$ cat config.mk
export PLATFORM = sky130hd
export DESIGN_NAME = booth_multi
export DESIGN_NICKNAME = d
export VERILOG_FILES = /design/src/rtl/booth_multi_pkg.sv /design/src/rtl/booth_recoder.sv /design/src/rtl/booth_multi.sv
export SDC_FILE = /design/constraint.sdc
export NUM_CORES = 1
export LEC_CHECK = 0
export ABC_AREA = 1
export CORE_MARGIN = 2
export CORE_UTILIZATION = 55
export CTS_CLUSTER_SIZE = 14
export DETAILED_ROUTE_END_ITERATION = 6
export PLACE_DENSITY = 0.75
export SYNTH_ARGS = -nofsm -noshare
export SYNTH_HDL_FRONTEND = slang
export SYNTH_HIERARCHICAL = 1
export SYNTH_SLANG_ARGS = --single-unit
export TNS_END_PERCENT = 10
$ cat constraint.sdc
create_clock -name clock -period 7.51 [get_ports clock]
set_input_delay 1.502 -clock clock [delete_from_list [all_inputs] [get_ports clock]]
set_output_delay 1.502 -clock clock [all_outputs]
set_load 0.1 [all_outputs]
$ cat src/rtl/booth_multi_pkg.sv
// booth_multi_pkg -- shared types and helpers for the sequential Booth multiplier.
//
// Contents:
//   state_e        : controller states (IDLE, RUN, DONE)
//   booth_digit_t  : Booth digit code (sign + one-times / two-times magnitude)
//   RSTEP, WIN_W   : multiplier bits consumed per step and recoder window width
//   booth_iter()   : number of Booth steps for a given operand width
//
// Build option: BOOTH_MULTI_RADIX4_EN selects radix-4 recoding (digits -2..+2,
// WIDTH/2 steps). Left undefined, the multiplier is radix-2 (digits -1..+1,
// WIDTH steps). The product is the same in both builds.
package booth_multi_pkg;

  typedef enum logic [1:0] {
    ST_IDLE = 2'd0,
    ST_RUN  = 2'd1,
    ST_DONE = 2'd2
  } state_e;

  // Digit value = (neg ? -1 : +1) * (two ? 2 : one ? 1 : 0)
  typedef struct packed {
    logic neg;
    logic two;
    logic one;
  } booth_digit_t;

`ifdef BOOTH_MULTI_RADIX4_EN
  localparam int RSTEP = 2;
`else
  localparam int RSTEP = 1;
`endif

  // Window = RSTEP fresh multiplier bits plus the bit just below them.
  localparam int WIN_W = RSTEP + 1;

  function automatic int booth_iter(input int width);
    return width / RSTEP;
  endfunction

endpackage

$ cat src/rtl/booth_recoder.sv
// booth_recoder -- combinational Booth digit selection.
//
// Ports:
//   win   : multiplier bit window {b[i+RSTEP-1] .. b[i], b[i-1]}
//   digit : Booth digit code for that window
//
// Build option: BOOTH_MULTI_RADIX4_EN selects the 3-bit radix-4 table;
// otherwise the 2-bit radix-2 table is used.
module booth_recoder
  import booth_multi_pkg::*;
(
  input  logic [WIN_W-1:0] win,
  output booth_digit_t     digit
);

  always_comb begin
    digit = '0;
`ifdef BOOTH_MULTI_RADIX4_EN
    case (win)
      3'b001, 3'b010: digit.one = 1'b1;
      3'b011:         digit.two = 1'b1;
      3'b100: begin
        digit.two = 1'b1;
        digit.neg = 1'b1;
      end
      3'b101, 3'b110: begin
        digit.one = 1'b1;
        digit.neg = 1'b1;
      end
      default: ;
    endcase
`else
    case (win)
      2'b01: digit.one = 1'b1;
      2'b10: begin
        digit.one = 1'b1;
        digit.neg = 1'b1;
      end
      default: ;
    endcase
`endif
  end

endmodule

$ cat src/rtl/booth_multi.sv
// booth_multi -- sequential Booth multiplier, one Booth step per clock.
//
// Ports:
//   clock       : rising-edge clock
//   reset       : asynchronous active-high reset
//   start       : request on a rising transition only (low last cycle, high now)
//   signed_mode : 1 = two's-complement operands, 0 = unsigned (sampled with request)
//   mlier       : multiplier (sampled with request)
//   mcand       : multiplicand (sampled with request)
//   prodt       : registered 2*WIDTH-bit product, held until the next valid
//   valid       : one-cycle pulse when prodt is updated
//   busy        : high while an operation is running
//
// Build option: BOOTH_MULTI_RADIX4_EN selects radix-4 recoding (WIDTH/2 steps)
// instead of radix-2 (WIDTH steps).
//
// Arithmetic: the multiplicand is extended to WIDTH+1 bits (sign or zero) and
// kept in a 2*WIDTH+2 bit left-shifting register. The recoder walks the WIDTH-bit
// multiplier as a signed number; for an unsigned multiplier with its MSB set the
// missing 2^WIDTH * mcand term is added on the last step.
module booth_multi
  import booth_multi_pkg::*;
#(
  parameter int WIDTH = 32
) (
  input  logic               clock,
  input  logic               reset,
  input  logic               start,
  input  logic               signed_mode,
  input  logic [WIDTH-1:0]   mlier,
  input  logic [WIDTH-1:0]   mcand,
  output logic [2*WIDTH-1:0] prodt,
  output logic               valid,
  output logic               busy
);

  localparam int ITER  = booth_iter(WIDTH);
  localparam int CNT_W = $clog2(ITER + 1);
  localparam int ACC_W = 2 * WIDTH + 2;
  localparam logic [CNT_W-1:0] LAST = CNT_W'(ITER - 1);

  // Control state (reset)
  state_e               state_q, state_d;
  logic                 start_prev_q, start_prev_d;
  logic [CNT_W-1:0]     cnt_q, cnt_d;
  logic [2*WIDTH-1:0]   prodt_q, prodt_d;
  logic                 valid_q, valid_d;
  logic                 busy_q, busy_d;

  // Datapath state (not reset; always loaded on capture before use)
  logic signed [ACC_W-1:0] acc_q, acc_d;
  logic signed [ACC_W-1:0] mcand_sh_q, mcand_sh_d;
  logic [WIDTH-1:0]        mlier_sh_q, mlier_sh_d;
  logic                    mprev_q, mprev_d;
  logic                    corr_q, corr_d;

  logic                    req;
  logic                    mcand_ext_bit;
  logic signed [ACC_W-1:0] mcand_ext;
  logic [WIN_W-1:0]        win;
  booth_digit_t            digit;
  logic signed [ACC_W-1:0] pp;
  logic signed [ACC_W-1:0] acc_sum;
  logic [2*WIDTH-1:0]      corr_add;

  assign req           = start & ~start_prev_q;
  assign mcand_ext_bit = signed_mode & mcand[WIDTH-1];
  assign mcand_ext     = $signed({{(ACC_W - WIDTH){mcand_ext_bit}}, mcand});
  assign win           = {mlier_sh_q[WIN_W-2:0], mprev_q};

  booth_recoder u_recoder (
    .win   (win),
    .digit (digit)
  );

  // Partial product: digit times the multiplicand already aligned to this step.
  always_comb begin
    pp = '0;
    if (digit.two) begin
      pp = mcand_sh_q <<< 1;
    end else if (digit.one) begin
      pp = mcand_sh_q;
    end
    if (digit.neg) begin
      pp = -pp;
    end
  end

  assign acc_sum = acc_q + pp;

  // On the last step mcand_sh_q sits at 2^(WIDTH-RSTEP); one more shift is 2^WIDTH.
  assign corr_add = corr_q ? {mcand_sh_q[2*WIDTH-1-RSTEP:0], {RSTEP{1'b0}}} : '0;

  always_comb begin
    state_d      = state_q;
    start_prev_d = start;
    cnt_d        = cnt_q;
    prodt_d      = prodt_q;
    valid_d      = 1'b0;
    acc_d        = acc_q;
    mcand_sh_d   = mcand_sh_q;
    mlier_sh_d   = mlier_sh_q;
    mprev_d      = mprev_q;
    corr_d       = corr_q;

    case (state_q)
      ST_IDLE, ST_DONE: begin
        if (req) begin
          state_d    = ST_RUN;
          cnt_d      = '0;
          acc_d      = '0;
          mcand_sh_d = mcand_ext;
          mlier_sh_d = mlier;
          mprev_d    = 1'b0;
          corr_d     = ~signed_mode & mlier[WIDTH-1];
        end else begin
          state_d = ST_IDLE;
        end
      end
      ST_RUN: begin
        acc_d      = acc_sum;
        mcand_sh_d = mcand_sh_q <<< RSTEP;
        mlier_sh_d = mlier_sh_q >> RSTEP;
        mprev_d    = mlier_sh_q[RSTEP-1];
        cnt_d      = cnt_q + CNT_W'(1);
        if (cnt_q == LAST) begin
          prodt_d = acc_sum[2*WIDTH-1:0] + corr_add;
          valid_d = 1'b1;
          state_d = ST_DONE;
        end
      end
      default: state_d = ST_IDLE;
    endcase

    busy_d = (state_d == ST_RUN);
  end

  // Control registers
  always_ff @(posedge clock or posedge reset) begin
    if (reset) begin
      state_q      <= ST_IDLE;
      start_prev_q <= 1'b0;
      cnt_q        <= '0;
      prodt_q      <= '0;
      valid_q      <= 1'b0;
      busy_q       <= 1'b0;
    end else begin
      state_q      <= state_d;
      start_prev_q <= start_prev_d;
      cnt_q        <= cnt_d;
      prodt_q      <= prodt_d;
      valid_q      <= valid_d;
      busy_q       <= busy_d;
    end
  end

  // Datapath registers
  always_ff @(posedge clock) begin
    acc_q      <= acc_d;
    mcand_sh_q <= mcand_sh_d;
    mlier_sh_q <= mlier_sh_d;
    mprev_q    <= mprev_d;
    corr_q     <= corr_d;
  end

  assign prodt = prodt_q;
  assign valid = valid_q;
  assign busy  = busy_q;

endmodule

### Word-level counts from Yosys, hierarchy flattened

Cells that the tools add are included.

* output and inout bits: 66
* input port bits: 68
* word-level logic and storage cells: 54
* flip-flop bits (word level): 241

* reduce and logical (&&, ||, !) cells: 7
* add/sub/neg operators: 4
* equality and inequality tests: 7
* bitwise operators: 5
* muxes and demuxes: 20

Operators with widths (number)
* 2-to-1 mux 66 bit: 4
* case mux 66 bit (2 select lines): 2
* adder 66 bit: 1
* negation 66 bit: 1
* adder 64 bit: 1
* 2-to-1 mux 64 bit: 1
* case mux 32 bit (2 select lines): 1
* 2-to-1 mux 32 bit: 1
* case mux 6 bit (2 select lines): 1
* adder 6 x 1 -> 6 bit (second input constant): 1
* == test 2 x 1 -> 1 bit (second input constant): 3
* == test 6 x 5 -> 1 bit (second input constant): 1
* 2-to-1 mux 1 bit: 6
* 2-to-1 mux 6 bit: 1
* AND reduction 2 bit: 3
* == test 2 bit (second input constant): 2
* case mux 2 bit (2 select lines): 1
* OR reduction 2 bit: 2
* bitwise AND 1 bit: 3
* logical NOT 2 bit: 1
* 2-to-1 mux 2 bit: 1
* inequality test 2 bit (second input constant): 1
* inverter 1 bit: 2
* case mux 1 bit (2 select lines): 1
* nonzero test 2 bit: 1

### Longest topological paths before layout

Gate-level depths: netlist of the first run.

* word-level depth: 8
* depth in mapped cells: 47
* gate-level depth less buffers: 45

### Cells and area by module

Netlist of the first run, hierarchy kept.

Modules (own cells, without submodules)
* booth_multi: cells an instance 3237, area each 21469.3 µm², seq. area each 6741.5 µm², instances 1
* booth_recoder: cells an instance 5, area each 31.3 µm², seq. area each 0.0 µm², instances 1

### Worst setup path before layout of the first run

No wires, ideal clock.

* path kind: input-to-reg
* start: input port start
* end: register cnt_q[1]
* required time: 7385 ps
* cell stages on the path: 6
* setup time: 125 ps
* slack: 1253 ps
* data arrival time: 6133 ps
* path buffers: 0
* cell sequence: inv_1 -> nor3_1 -> inv_1 -> nand2_1 -> inv_1 -> a22o_1

* word-level cells in the longest chain between the ends: 3

RTL lines
* from (decl): RTL line booth_multi.sv:28 `input logic start,`
* bitwise AND 1 bit: RTL line booth_multi.sv:66 `assign req = start & ~start_prev_q;`
* inequality test 2 bit (no source line)
* AND reduction 2 bit (no source line)
* to (signal assigned): RTL line booth_multi.sv:150 `cnt_q <= cnt_d;`
* to (decl): RTL line booth_multi.sv:45 `logic [CNT_W-1:0] cnt_q, cnt_d;`

No other way between the ends.
A chain may end at the register's enable or synchronous reset.

==> results.json, run 1 <==
{
  "numPortBuffers": 133,
  "holdPathStages": 2,
  "diodes": 0,
  "clockBufferDepth": 3,
  "drt_first_pass_iters": 6,
  "ff2ff_path_depth": 35,
  "fmax_mhz": 142,
  "period_needed_ns": 7.03,
  "grt_max_degree": 116,
  "wl_microns": 69300,
  "tightest_slew_ns": 1.26,
  "final_max_slew_viol_count": 0,
  "netlist_area_sq_um": 21500,
  "setup_viol": 0,
  "post_cts_buffers": 0,
  "crit_fanout": 18,
  "critPathSlowestCell": "nor4_2",
  "hp-start": "prodt[8]",
  "critPathArrivalTime_ns": 7.48,
  "hold_viol": 0,
  "timing.rr.end": "prodt[54]",
  "clock-root-buffer": "clkbuf_16",
  "place_area_sq_um": 23200,
  "min_to": "prodt[8]",
  "pre_cts_slack_ns": 0.214,
  "clk_pin_slew_ns": 0.06,
  "grt_first_pass_wirelength_microns": 109000,
  "cts_max_level": 1,
  "fin_crit_sh_pct": 93.6,
  "crit_path_frequent_cell": "nand2_1",
  "die_h_microns": 202,
  "rrSetupSlack_ns": 0.48,
  "clock_skew_ns": 0.0229,
  "seq_area_frac_synth_pct": 31.4,
  "drive_above_1_share_pct": 4.34,
  "io_pins": 134,
  "synth_edf_count": 162,
  "initial_core_util_pct": 55.6,
  "async_flop_share_pct": 31.6,
  "finalSetupTns_ns": 0,
  "synth_area_per_cell_sq_um": 6.63,
  "rr_startpoint": "mlier_sh_q[0]",
  "ys_ff_latch": 237,
  "status": "completed",
  "rsz0062_at_grt": "false",
  "rows": 72,
  "ant_nets": 0,
  "final_nets": 3538,
  "drtIter0Drc": 2175,
  "critPathLaunchType": "register",
  "dieWidth_microns": 202,
  "cts_tree": "yes",
  "synth_top_flop_cell": "edfxtp_1",
  "design_area_sq_um": 24300,
  "syn_nets": 3442,
  "cp_slowest_stage_delay_ns": 0.42,
  "core_sq_um": 38600,
  "grt_pass1_vias": 20500,
  "nFillCells": 3535,
  "clkLatencyLatePin_ns": 0.57,
  "grt_remaining_overflow": 0,
  "antenna_found_initial": 0,
  "via_count": 21600,
  "synthCells": 3242,
  "die_area_sq_um": 40700,
  "cap_violations": 0,
  "place_hpwl_microns": 55300,
  "max-slew-margin-rel_pct": 15.7,
  "place.gp.congestion": 1.02,
  "grt_util_all_layers_pct": 33.8,
  "critical_path_class": "register to register",
  "hold_path.class": "register to register",
  "drc": 0,
  "hold_buffers": 0,
  "cts_resized": 0,
  "syn_to_final_growth_pct": 12.9,
  "detail_route.wl_per_cell_microns": 17.9,
  "synthDistinctLibCells": 53,
  "end_kind": "register",
  "worstPathRequired_ns": 7.96,
  "vias_per_cell": 5.57,
  "fin_ws_ns": 0.480,
  "yosysWarnings": 6,
  "cts.sinks": 237,
  "cts_buffers": 29
}
-- worst max-delay path, delay by kind of cell (launching register included) --
kind	cells	cell delay, ns
adders and majority gates	3	1.06
buffers and inverters	3	0.47
DFF	1	0.40
and+or+nand+nor	22	3.58
xor gates and xnor gates	2	0.46
AOI/OAI and AO/OA	5	0.90
-- metrics by stage --
step / hold WS, ns / std cells / utilization (%)
floorplan: 0.470 / 3242 / -
global placement: 0.465 / 3825 / 60.0
detailed placement: 0.473 / 3825 / 60.0
CTS: 0.491 / 3879 / 62.6
global route: 0.510 / 3879 / 62.8
finish: 0.489 / 3879 / 62.8
-- synthesized netlist by cell type (15+ instances only) --
| library cell | number | area [sq um] |
|---|---|---|
| a21o_1 | 25 | 188 |
| nor4_1 | 18 | 113 |
| ha_1 | 130 | 1630 |
| a31oi_1 | 39 | 244 |
| o21bai_1 | 17 | 128 |
| dfrtp_1 | 75 | 1880 |
| nand4_1 | 23 | 144 |
| inv_1 | 458 | 1720 |
| a21oi_1 | 185 | 926 |
| o21ai_0 | 177 | 886 |
| nor3_1 | 31 | 155 |
| o21ai_1 | 18 | 90.1 |
| xnor2_1 | 42 | 368 |
| clkbuf_1 | 49 | 184 |
| edfxtp_1 | 162 | 4860 |
| nor2_1 | 422 | 1580 |
| or2_2 | 15 | 93.8 |
| xor2_1 | 94 | 823 |
| nand2_1 | 984 | 3690 |
| nand3_1 | 139 | 696 |
-- sequential cells by signal, indices dropped and copies added (netlist names) --
| name | count |
|---|---|
| mlier_sh_q | 32 |
| corr_q | 1 |
| start_prev_q | 1 |
| cnt_q | 6 |
| acc_q | 64 |
| prodt | 64 |
| busy | 1 |
| state_q | 2 |
| mcand_sh_q | 64 |
| valid | 1 |
| mprev_q | 1 |
-- layout make-up --
cell class	instances	area (sq um)	share of cell area (%)
clock buffers	42	888	3.66
well taps	518	648	2.67
repair buffers	144	1440	5.93
clock inverters	12	104	0.428
flip-flops and latches	237	6740	27.8
multi-input cells	2461	12700	52.3
inverters	465	1750	7.22
-- cells in the final DEF, fill, tap and decap left out, types with 23 or more instances in the layout --
master           Yosys  routed
nor2_1             422     418
a21o_1              25      25
a21oi_1            185     184
ha_1               130     130
clkdlybuf4s50_1      0     133
edfxtp_1           162     162
nand2_1            984     983
nor3_1              31      30
o21ai_0            177     176
clkbuf_16            0      32
dfrtp_1             75      75
xnor2_1             42      41
nand4_1             23      23
nand3_1            139     138
xor2_1              94      92
inv_1              458     455
a31oi_1             39      39
-- cell families (layout without fill, tap and decap cells) --
family / after synthesis / after routing / synth area share [%]
flip-flops: 237 / 237 / 31.4
other: 1 / 1 / 0.0174
XOR/XNOR: 136 / 136 / 5.54
buffers and inverters: 544 / 663 / 10.0
AO/OA/AOI/OAI: 501 / 501 / 12.9
adder cells (fa/ha/maj): 132 / 132 / 7.75
AND/OR/NAND/NOR: 1691 / 1691 / 32.4
-- worst max path at each step --
stage                              from         to  slack, ns  cells after the start
after floorplan                   start   cnt_q[1]       1.25                      6
after global placement    mlier_sh_q[0]  prodt[49]       0.28                     33
after detailed placement  mlier_sh_q[0]  prodt[57]       0.21                     36
after CTS                 mlier_sh_q[0]  prodt[57]       0.16                     36
after global routing      mlier_sh_q[0]  prodt[59]      0.001                     39
final                     mlier_sh_q[0]  prodt[54]       0.48                     35
-- routing by layer --
layer,up-vias,GRT usage [%],routed length (microns)
met2,938,53.2,30000
met3,110,4.20,6490
met1,9937,49.1,31000
met4,0,9.64,1940
met5,-,0,0
li1,10600,-,-
Power of run 1 is left out: the tool's default activity adds up to more than one toggle a clock period on the data nets, which glitch-free logic cannot reach.
==> run 2, diff against run 1 <==
SYNTH_HIERARCHICAL = default   (was 1)
==> run 2 against run 1 <==
Net effect:
- sequential cell count did not move
- critical path depth is 1 higher
- critical path type unchanged
- count of clock-buffer cells in the layout increased by 1
==> results.json, run 2 <==
{
  "critical_path_class": "register to register",
  "final_max_slew_viol_count": 0,
  "die_area_sq_um": 39400,
  "clk_pin_slew_ns": 0.06,
  "ant_nets": 0,
  "drtIter0Drc": 2227,
  "ys_ff_latch": 237,
  "fin_util_pct": 63.0,
  "worstPathRequired_ns": 7.99,
  "rows": 71,
  "io_pins": 134,
  "clock_skew_ns": 0.0265,
  "crit_buf_inv": 6,
  "grt_max_degree": 130,
  "holdPathStages": 2,
  "synthCells": 3104,
  "vias_per_cell": 5.55,
  "rsz0062_at_grt": "false",
  "cpLargestDelayFamily": "simple AND/OR/NAND/NOR gates",
  "cap_violations": 0,
  "place_hpwl_microns": 53900,
  "initial_core_util_pct": 55.5,
  "numPortBuffers": 133,
  "cp_slowest_stage_delay_ns": 0.41,
  "rrSetupSlack_ns": 0.40,
  "min_to": "prodt[46]",
  "fin_crit_sh_pct": 94.6,
  "hold_path.class": "register to register",
  "cts_resized": 0,
  "final_common_cell": "nand2_1",
  "cts_max_level": 1,
  "timing.rr.end": "prodt[52]",
  "core_sq_um": 37500,
  "critPathArrivalTime_ns": 7.59,
  "clockBufferDepth": 3,
  "synth_area_per_cell_sq_um": 6.70,
  "critPathSlowestCell": "nor2_1",
  "place.gp.congestion": 1.07,
  "hp-start": "prodt[46]",
  "antenna_found_initial": 1,
  "diodes": 0,
  "yosysWarnings": 0,
  "clock-root-buffer": "clkbuf_16",
  "cts_tree": "yes",
  "syn_to_final_growth_pct": 13.6,
  "async_flop_share_pct": 31.6,
  "finalSetupTns_ns": 0,
  "tightest_slew_ns": 1.17,
  "yosysMostFrequentCell": "nand2_1",
  "grt_util_all_layers_pct": 34.5,
  "design_area_sq_um": 23600,
  "synth_top_flop_cell": "edfxtp_1",
  "place_area_sq_um": 22600,
  "via_count": 20800,
  "synth_top_cell_area_share_pct": 23.4,
  "end_kind": "register",
  "max-slew-margin-rel_pct": 21.5,
  "clkLatencyLatePin_ns": 0.60,
  "synth_top_area_cell": "edfxtp_1",
  "ff2ff_path_depth": 36,
  "status": "completed",
  "ys_top_cells_by_count": "nand2_1, inv_1, nor2_1",
  "rr_startpoint": "mlier_sh_q[0]",
  "grt_first_pass_wirelength_microns": 105000,
  "grt_remaining_overflow": 0,
  "pre_cts_slack_ns": 0.403,
  "drc": 0,
  "post_cts_buffers": 0,
  "wl_microns": 67800,
  "cts.sinks": 237,
  "synth_edf_count": 162,
  "hold_buffers": 0,
  "synthDistinctLibCells": 55,
  "synth_area_leaders": "edfxtp_1, nand2_1, dfrtp_1",
  "syn_nets": 3304,
  "critPathLaunchType": "register",
  "drive_above_1_share_pct": 3.65,
  "fmax_mhz": 141,
  "die_h_microns": 198,
  "drt_first_pass_iters": 6,
  "fin_ws_ns": 0.403,
  "period_needed_ns": 7.11,
  "layout_common_cells": "nand2_1, inv_1, nor2_1, a21oi_1, o21ai_0",
  "dieWidth_microns": 198,
  "hold_viol": 0,
  "grt_pass1_vias": 19800,
  "setup_viol": 0,
  "detail_route.wl_per_cell_microns": 18.1,
  "seq_area_frac_synth_pct": 32.4,
  "cts_buffers": 28,
  "netlist_area_sq_um": 20800,
  "crit_fanout": 44,
  "final_nets": 3414
}
[run 2: cell types whose count changed after synthesis, sizes merged, moves of 9 or more]
| cell | change |
|---|---|
| nand2 | +9 |
| buf | -14 |
| o21bai | +11 |
| a21o | -12 |
| nor2 | -64 |
| a31oi | -18 |
| nor4 | -10 |
| nand3 | -39 |
| a21oi | +21 |
[run 2: cell families after synthesis]
family | after synthesis | synth area share [%]
flops | 237 | 32.4
xor+xnor | 134 | 5.65
buf+inv | 526 | 9.76
compound gates | 491 | 13.0
mux | 4 | 0.217
fa+ha+maj | 132 | 8.02
simple gates | 1580 | 31.0
[run 2: cell type report]
type                            count  area (sq um)
Timing Repair Buffer              143          1420
Tap cell                          511           639
Clock buffer                       43           848
Inverter                          463          1740
Clock inverter                      9           171
Sequential cell                   237          6740
Multi-Input combinational cell   2341         12100
Fill cell                        3492         13900
[run 2: metrics by stage]
stage                     hold WS (ns)  cells
after floorplan                  0.470   3104
final                            0.484   3747
after CTS                        0.488   3747
after detailed placement         0.465   3695
after global placement           0.462   3695
after global routing             0.512   3747
[run 2: worst reg2reg max path: cells and delay by family, from the launching register on]
family,cells,cell delay (ns)
XOR/XNOR,2,0.55
AO/OA/AOI/OAI,7,1.41
AND/OR/NAND/NOR,17,2.72
adder cells (fa/ha/maj),4,1.32
flip-flops,1,0.40
buffers and inverters,6,0.63
[run 2: worst max-delay path by stage]
stage / end / cells past startpoint / slack, ns / from
detailed placement: prodt[53] / 36 / 0.40 / mlier_sh_q[0]
floorplan: cnt_q[1] / 6 / 1.25 / start
CTS: prodt[53] / 36 / 0.39 / mlier_sh_q[0]
finish: prodt[52] / 36 / 0.40 / mlier_sh_q[0]
global placement: prodt[53] / 36 / 0.44 / mlier_sh_q[0]
global route: prodt[61] / 38 / 0.03 / mlier_sh_q[0]
[run 2: metal layers]
| metal | global-route usage [%] | wire length (microns) | vias to the layer above |
|---|---|---|---|
| li1 | - | - | 10100 |
| met1 | 48.9 | 29700 | 9524 |
| met2 | 54.2 | 29500 | 958 |
| met3 | 4.68 | 5950 | 162 |
| met4 | 12.2 | 2680 | 0 |
| met5 | 0 | 0 | - |
Power of run 2 is left out for the same reason.
==> run 3, diff against run 2 <==
CORE_ASPECT_RATIO = 1.4   (was default)
==> run 3 against run 2 <==
Net effect:
- clock skew rose by 0.0074 ns
- maximum frequency rose by 1.1%
- register-to-register slack improved by 0.07 ns
- cell count fell by 1.0%
- critical endpoint is now prodt[61]
- design area fell by 0.31%
- routed wire length rose by 4.3%
- sequential share of layout area rose by 0.089 points
- worst hold slack got worse by 0.00068 ns
- core utilization fell by 0.075 points
- die area barely moved
- non-clock buffer count rose by 2
- global-route usage rose by 1.4 points
==> results.json, run 3 (synthesis results as in run 2) <==
{
  "wl_microns": 70800,
  "grt_util_all_layers_pct": 35.9,
  "post_cts_buffers": 0,
  "cts_buffers": 27,
  "place.gp.congestion": 0.989,
  "design_area_sq_um": 23500,
  "cap_violations": 0,
  "grt_pass1_vias": 20500,
  "detail_route.wl_per_cell_microns": 19.1,
  "clock-root-buffer": "clkbuf_16",
  "drive_above_1_share_pct": 3.96,
  "cts.sinks": 237,
  "worstPathRequired_ns": 7.95,
  "antenna_found_initial": 0,
  "end_kind": "register",
  "grt_remaining_overflow": 0,
  "hold_buffers": 0,
  "drt_first_pass_iters": 6,
  "die_h_microns": 234,
  "tightest_slew_ns": 1.25,
  "rsz0062_at_grt": "false",
  "crit_path_frequent_cell": "nand2_1",
  "initial_core_util_pct": 55.6,
  "grt_first_pass_wirelength_microns": 110000,
  "syn_to_final_growth_pct": 13.2,
  "fin_hold_ws_ns": 0.483,
  "grt_max_degree": 135,
  "clock_skew_ns": 0.0339,
  "fin_crit_sh_pct": 93.6,
  "vias_per_cell": 5.62,
  "critPathArrivalTime_ns": 7.47,
  "crit_fanout": 28,
  "place_hpwl_microns": 57100,
  "layout_common_cells": "nand2_1, inv_1, nor2_1, a21oi_1, o21ai_0",
  "holdPathStages": 2,
  "finalSetupTns_ns": 0,
  "final_max_slew_viol_count": 0,
  "critPathLaunchType": "register",
  "ant_nets": 0,
  "cts_max_level": 1,
  "final_nets": 3415,
  "ff2ff_path_depth": 35,
  "cts_tree": "yes",
  "final_common_cell": "nand2_1",
  "setup_viol": 0,
  "drc": 0,
  "fmax_mhz": 142,
  "die_area_sq_um": 39400,
  "place_area_sq_um": 22500,
  "status": "completed",
  "drtIter0Drc": 1931,
  "clockBufferDepth": 3,
  "clk_pin_slew_ns": 0.06,
  "dieWidth_microns": 168,
  "numPortBuffers": 133,
  "cp_slowest_stage_delay_ns": 0.52,
  "hold_path.class": "register to register",
  "rows": 84,
  "io_pins": 134,
  "diodes": 0,
  "clkLatencyLatePin_ns": 0.58,
  "critical_path_class": "register to register",
  "critPathSlowestCell": "nor4_1",
  "period_needed_ns": 7.03,
  "via_count": 20900,
  "core_sq_um": 37400,
  "hold_viol": 0,
  "max-slew-margin-rel_pct": 16.2,
  "cts_resized": 0
}
-- run 3: cell types whose count changed in the layout (fill, tap and decap cells not counted), moves of 3 or more --
cell       before  now
clkbuf_1        7    4
clkinv_2        0    4
nor2_1        364  361
bufinv_16       4    1
nor2_2          4    7
-- run 3: layout make-up --
class | count | area, sq um
Multi-Input combinational cell | 2341 | 12100
Clock inverter | 10 | 114
Fill cell | 3430 | 13900
Tap cell | 473 | 592
Clock buffer | 40 | 848
Sequential cell | 237 | 6740
Inverter | 463 | 1740
Timing Repair Buffer | 145 | 1430
-- run 3: worst paths after layout --
check / startpoint / endpoint / slack (ns)
min in group asynchronous: reset / prodt[53] / 1.21
worst max register to register: mlier_sh_q[0] / prodt[61] / 0.48
worst max-delay path: mlier_sh_q[0] / prodt[61] / 0.48
worst min register to register: prodt[52] / prodt[52] / 0.48
worst min-delay path: prodt[52] / prodt[52] / 0.48
max in group asynchronous: reset / cnt_q[2] / 5.18
-- run 3: per-stage QoR --
step | utilization (%) | std cells | setup WS (ns)
finish | 62.9 | 3709 | 0.477
global route | 62.9 | 3709 | 0.00143
CTS | 62.8 | 3709 | 0.401
detailed placement | 60.3 | 3659 | 0.440
global placement | 60.3 | 3659 | 0.384
floorplan | - | 3104 | 1.25
-- run 3: per-layer routing --
layer	global-route usage [%]	vias to the layer above	wire length, microns
met4	16.7	0	3590
met3	3.24	189	4130
met5	0	-	0
met2	63.1	855	34000
li1	-	10200	-
met1	44.9	9651	29000
-- run 3: critical path: cells and delay by family, from the launching register on --
family | cells | cell delay [ns]
AND/OR/NAND/NOR | 18 | 2.74
AO/OA/AOI/OAI | 6 | 1.37
adder cells (fa/ha/maj) | 4 | 1.26
XOR/XNOR | 2 | 0.60
buffers and inverters | 5 | 0.51
flip-flops | 1 | 0.40
Power of run 3 is left out for the same reason.
